`src/rtl/id_ex_stage.sv`:
```
// ID/EX pipeline register with load-use hazard detection, flush and downstream hold.
// Optional statistics counters are compiled in with `define ID_EX_HAZARD_STATS_EN.
module id_ex_stage #(
  parameter int DATA_W = 32,
  parameter int REG_AW = 5
) (
  input  logic              clk,
  input  logic              rst,
  input  logic              id_valid,
  input  logic [DATA_W-1:0] id_pc,
  input  logic [REG_AW-1:0] id_rs1,
  input  logic [REG_AW-1:0] id_rs2,
  input  logic [REG_AW-1:0] id_rd,
  input  logic              id_rs1_used,
  input  logic              id_rs2_used,
  input  logic [DATA_W-1:0] id_rd1,
  input  logic [DATA_W-1:0] id_rd2,
  input  logic [DATA_W-1:0] id_imm,
  input  logic              id_RegWrite,
  input  logic              id_MemWrite,
  input  logic              id_MemRead,
  input  logic              id_ALUSrc,
  input  logic [4:0]        id_ALUOp,
  input  logic [4:0]        id_NPCOp,
  input  logic [1:0]        id_WDSel,
  input  logic              flush,
  input  logic              ex_hold,
  output logic              stall,
  output logic              ex_valid,
  output logic [DATA_W-1:0] ex_pc,
  output logic [REG_AW-1:0] ex_rs1,
  output logic [REG_AW-1:0] ex_rs2,
  output logic [REG_AW-1:0] ex_rd,
  output logic [DATA_W-1:0] ex_rd1,
  output logic [DATA_W-1:0] ex_rd2,
  output logic [DATA_W-1:0] ex_imm,
  output logic              ex_RegWrite,
  output logic              ex_MemWrite,
  output logic              ex_MemRead,
  output logic              ex_ALUSrc,
  output logic [4:0]        ex_ALUOp,
  output logic [4:0]        ex_NPCOp,
  output logic [1:0]        ex_WDSel
`ifdef ID_EX_HAZARD_STATS_EN
  ,
  output logic [31:0]       stat_bubbles,
  output logic [31:0]       stat_flushes
`endif
);

  logic hz;
  logic load_bubble;

  // A load in EX whose rd feeds the ID instruction cannot forward in time.
  assign hz = ex_valid & ex_MemRead & (ex_rd != '0) & id_valid &
              ((id_rs1_used & (id_rs1 == ex_rd)) | (id_rs2_used & (id_rs2 == ex_rd)));

  assign stall       = ~rst & ~flush & (ex_hold | hz);
  assign load_bubble = rst | flush | (~ex_hold & hz);

  always_ff @(posedge clk) begin
    if (load_bubble) begin
      ex_valid    <= 1'b0;
      ex_pc       <= '0;
      ex_rs1      <= '0;
      ex_rs2      <= '0;
      ex_rd       <= '0;
      ex_rd1      <= '0;
      ex_rd2      <= '0;
      ex_imm      <= '0;
      ex_RegWrite <= 1'b0;
      ex_MemWrite <= 1'b0;
      ex_MemRead  <= 1'b0;
      ex_ALUSrc   <= 1'b0;
      ex_ALUOp    <= '0;
      ex_NPCOp    <= '0;
      ex_WDSel    <= '0;
    end else if (!ex_hold) begin
      ex_valid    <= id_valid;
      ex_pc       <= id_pc;
      ex_rs1      <= id_rs1;
      ex_rs2      <= id_rs2;
      ex_rd       <= id_rd;
      ex_rd1      <= id_rd1;
      ex_rd2      <= id_rd2;
      ex_imm      <= id_imm;
      ex_RegWrite <= id_RegWrite;
      ex_MemWrite <= id_MemWrite;
      ex_MemRead  <= id_MemRead;
      ex_ALUSrc   <= id_ALUSrc;
      ex_ALUOp    <= id_ALUOp;
      ex_NPCOp    <= id_NPCOp;
      ex_WDSel    <= id_WDSel;
    end
  end

`ifdef ID_EX_HAZARD_STATS_EN
  always_ff @(posedge clk) begin
    if (rst) begin
      stat_bubbles <= '0;
      stat_flushes <= '0;
    end else begin
      if (flush)
        stat_flushes <= stat_flushes + 32'd1;
      else if (!ex_hold && hz)
        stat_bubbles <= stat_bubbles + 32'd1;
    end
  end
`endif

endmodule

```
`config.mk`:
```
export PLATFORM = sky130hd
export DESIGN_NAME = id_ex_stage
export DESIGN_NICKNAME = d
export VERILOG_FILES = /design/src/rtl/id_ex_stage.sv
export SDC_FILE = /design/constraint.sdc
export NUM_CORES = 1
export LEC_CHECK = 0
export CORE_MARGIN = 2
export CORE_UTILIZATION = 46
export DETAILED_ROUTE_END_ITERATION = 10
export PLACE_DENSITY = 0.86
export SETUP_SLACK_MARGIN = 0.4
export SLEW_MARGIN = 25
export SYNTH_ARGS = -nofsm -noshare
export SYNTH_HDL_FRONTEND = slang
export SYNTH_SLANG_ARGS = --single-unit
```
`constraint.sdc`:
```
create_clock -name clk -period 3 [get_ports clk]
set_clock_uncertainty 0.1 [all_clocks]
set_input_delay 0.6 -clock clk [delete_from_list [all_inputs] [get_ports clk]]
set_output_delay 0.6 -clock clk [all_outputs]
set_load 0.01 [all_outputs]
```
Yosys cells after proc, flatten, opt, wreduce, memory -nomap -nowiden
Index checks and enable logic that the tools add are counted.
{ "word_totals": {"register_bits": 160, "rom_bits": 0, "elab_cells": 34, "mem_bits_rw": 0, "latch_bits": 0, "mem_count": 0} }
{ "op_classes": {"multipliers": 0, "eq_ne": 2, "n_div": 0, "addsub": 0, "muxes": 0, "reduce_logical": 1, "magnitude_cmp": 0, "shifts": 0, "bitwise": 16} }
{ "op_table": {"columns": ["op", "n"], "rows": [
  ["$eq 5x5->1", 2],
  ["$and 1x1->1", 9],
  ["$reduce_bool 5->1", 1],
  ["$or 1x1->1", 4],
  ["$not 1->1", 3]
]} }

Longest topological paths before layout
{ "depth": {"ltp_word": 6, "mapped_depth": 7, "mapped_depth_nobuf": 4} }

Worst setup path after synthesis
No wires, ideal clock.
{ "synth_path": {"kind": "input-to-output", "startpoint": "input flush", "endpoint": "output stall", "path_slack_ns": 0.511, "stages": 5, "arrival_time_ns": 1.789, "path_buffers": 3, "cell_sequence": "or2_2 clkbuf_1 buf_2 clkbuf_1 o31ai_1"} }
{ "synth_via": {"elab_chain_cells": 3} }
{ "synth_rtl": {"columns": ["element", "line", "text"], "rows": [
  ["from (decl)", "26", "input logic flush,"],
  ["$not 1->1", "58", "assign stall = ~rst & ~flush & (ex_hold | hz);"],
  ["$and 1x1->1 (2 in a row)", "58", null],
  ["to (decl)", "28", "output logic stall,"]
]} }
No other way between the ends.

Worst setup path after layout
{ "layout_path": {"startpoint": "register ex_rd[1]", "endpoint": "output stall"} }
{ "layout_via": {"elab_chain_cells": 6, "word_cells_on_any_way": 11} }
{ "layout_rtl": {"columns": ["element", "line", "text"], "rows": [
  ["from (decl)", "33", "output logic [REG_AW-1:0] ex_rd,"],
  ["from (signal assigned)", "83", "ex_rd <= id_rd;"],
  ["$eq 5x5->1 / $reduce_bool 5->1 (equally long branches)", "56, 55", null],
  ["$and 1x1->1, on equally long branches", "56, 55", null],
  ["$or 1x1->1 / $and 1x1->1 (equally long branches)", "56, 55", null],
  ["$and 1x1->1 (*)", "55", "assign hz = ex_valid & ex_MemRead & (ex_rd != '0) & id_valid &"],
  ["$or 1x1->1 (*)", "58", null],
  ["$and 1x1->1 (*)", "58", null]
]} }
Mark *: on every way between the ends. The rest lies on a longest branch, timed or not.

==> reports/metrics.cfg <==
[outcome]
status = completed

[timing]
tightest_slew_ns = 0.719
hold_viol_final = 0
relSlewSlack_pct = 52.1
setup_viol = 0
max_freq_ghz = 0.377
fin_hold_ws_ns = 0.455
finalCriticalPeriod_ns = 2.65
rsz0062_at_grt = yes
timing.final.crit_share_pct = 88.3
slew_viol_final = 0

[global_routing]
antenna_found_initial = 2
gr-total-overflow = 0
grt_pass1_wl_um = 36800
grt_use_total_pct = 25.9
grt_pass1_vias = 6912
grt_max_degree = 106

[detailed_routing]
drc = 0
dr.pass1.iters = 4
viasPerCell = 5.70
drt_iter0_markers = 386
vias = 7175
routed_wl_um = 23800
wire_per_inst_um = 18.9
route.antenna.remaining_nets = 0

[power]
p_switching_mw = 1.31
p_seq_share_pct = 42.3
p_leak_nw = 5.44
combinationalPowerShare_pct = 18.3
clockPowerShare_pct = 39.3
ir_drop_mv = 0.374
fin_total_pwr_mw = 5.52
intPower_mw = 4.21
p_sw_share_pct = 23.8
p_per_area_mw_per_mm2 = 474

[logic_synthesis]
synth_edf_count = 0
synth-seq-cells = 160
synth_warnings = 0
yosysSeqAreaShare_pct = 42.4
synth_ff_type = dfxtp_1
syn_inst = 750
synth.distinct_cells = 21
ys_async_sr_fraction_pct = 0
syn_nets = 916
syn_area_mm2 = 0.00756
avgSynthCellArea_um2 = 10.1

[critical_path]
end_kind = output port
cp.arrival_ns = 1.95
crit_path_cell_trace = xor2_2 > nor4_4 > buf_4 > a32oi_4 > o31ai_2 > buf_4
crit_type = register to output port
slowest_stage = dfxtp_4
cp_common_cell = buf_4
crit_fanout = 5
crit_path_start_kind = register
cp_data_required_time_ns = 2.30
cpPeakStageDelay_ns = 0.37

[clock_network]
cts_root_buf = clkbuf_16
cts_sinks = 160
cts_max_path_buffers = 2
htree_levels = 4
ctsHoldBuffers = 0
cts_buffers = 17
cts_tree = yes
clk_latency_ns = 0.42
clkSlewWorstSetupHoldPaths_ns = 0.06

[floorplanning]
die_w_um = 132
core.rowCount = 46
die-area_mm2 = 0.0175
start_util_pct = 47.3
core-area_mm2 = 0.0160
die_height_um = 132
boundaryPins = 327

[cells_and_area]
syn2layout_area_growth_pct = 53.9
nFillCells = 1208
drive_gt1_share_pct = 6.35
multi_input_area_mm2 = 0.00405
final_cells = 1258
seq_area_mm2 = 0.00321
nets = 1197

[min_path]
hp-class = register to register

[placement]
io_buffers = 326
dp_hpwl_um = 15100
place.gp.congestion = 0.788
dp_cells = 1226

[job]
drv_cap = 0

cells in the final DEF (no fill, tap or decap), drive strengths merged, types with 2 or more instances in the layout:
master	n
clkinv	3
clkdlybuf4s50	316
xor2	8
bufinv	3
nor3b	160
xnor2	2
clkbuf	22
diode	2
and2	2
nor4	2
buf	27
dlygate4sd2	4
dfxtp	160
a22o	160
a21o	160
power groups by stage:
stage                     logic, mW  clock network, mW  registers, mW
after floorplan               0.355                  0           2.44
after global placement        0.990                  0           2.38
after detailed placement      0.997                  0           2.38
after CTS                      1.01               2.20           2.34
after global routing           1.08               2.28           2.35
final                          1.01               2.17           2.34
worst paths after layout:
kind | from | slack (ns) | depth (start not counted) | endpoint
max | ex_rd[1]$_SDFFE_PP0N_ | 0.35 | 6 | stall
min | ex_imm[26]$_SDFFE_PP0N_ | 0.46 | 2 | ex_imm[26]$_SDFFE_PP0N_
max reg2reg | ex_rd[2]$_SDFFE_PP0N_ | 0.52 | 8 | ex_pc[14]$_SDFFE_PP0N_
min reg2reg | ex_imm[26]$_SDFFE_PP0N_ | 0.46 | 2 | ex_imm[26]$_SDFFE_PP0N_
cells in the mapped netlist (all sizes together), types with 2 or more instances:
| cell | number | share of area, % |
|---|---|---|
| a21o | 160 | 16 |
| a22o | 160 | 19 |
| dfxtp | 160 | 42 |
| nor3b | 160 | 16 |
| clkbuf | 59 | 2.9 |
| buf | 29 | 2.2 |
| xor2 | 8 | 0.93 |
| and2 | 2 | 0.17 |
| nor4 | 2 | 0.17 |
| xnor2 | 2 | 0.23 |
through the flow:
stage	cell area [um^2]	setup slack [ns]	utilization (%)	setup TNS, ns
3_5_place_dp	11000	-0.669	68.6	-63.46
4_1_cts	11600	0.241	72.3	0
2_1_floorplan	7560	0.511	-	0
6_report	11600	0.350	72.7	0
5_1_grt	11600	0.228	72.7	0
3_3_place_gp	11000	-0.645	68.6	-61.32
final cells by class:
class | instances | share of cell area (%)
multi-input cells | 502 | 34.8
clock buffers | 21 | 3.96
well taps | 216 | 2.32
diodes | 2 | 0.0430
clock inverters | 7 | 0.967
flip-flops and latches | 160 | 27.6
repair buffers | 350 | 30.3
registers in the layout (all words and copies together), names as in the netlist:
register and cells:
ex_rs1 5, ex_ALUSrc 1, ex_WDSel 2, ex_pc 32
ex_NPCOp 5, ex_MemWrite 1, ex_imm 32, ex_valid 1
ex_rd1 32, ex_MemRead 1, ex_RegWrite 1, ex_rs2 5
ex_ALUOp 5, ex_rd2 32, ex_rd 5
kinds of logic after synthesis:
family,share of synthesized area [%]
buffers and inverters,5.16
DFF,42.4
and+or+nand+nor,16.6
AOI/OAI and AO/OA,34.7
xor gates and xnor gates,1.16
critical path: cells and delay by family, from the launching register on:
family,cells,cell delay (ns)
DFF,1,0.37
xor gates and xnor gates,1,0.16
AOI/OAI and AO/OA,2,0.34
and+or+nand+nor,1,0.32
buffers and inverters,2,0.34
layer usage:
layer,share of wire [%],track usage [%],vias to the layer above,wire (um)
met5,0,0,-,0
met4,3.3,10.8,0,789
met3,8.3,8.34,50,1970
met2,47,41.4,282,11100
met1,42,32.2,3435,9950
li1,-,-,3408,-
what timing repair did:
action,4_1_cts,5_1_grt
setup endpoints to repair,98,97
resized for setup,27,13
setup buffers,0,2
pin swaps,5,5
cloned,0,0
(Power assumes the default switching activity.)
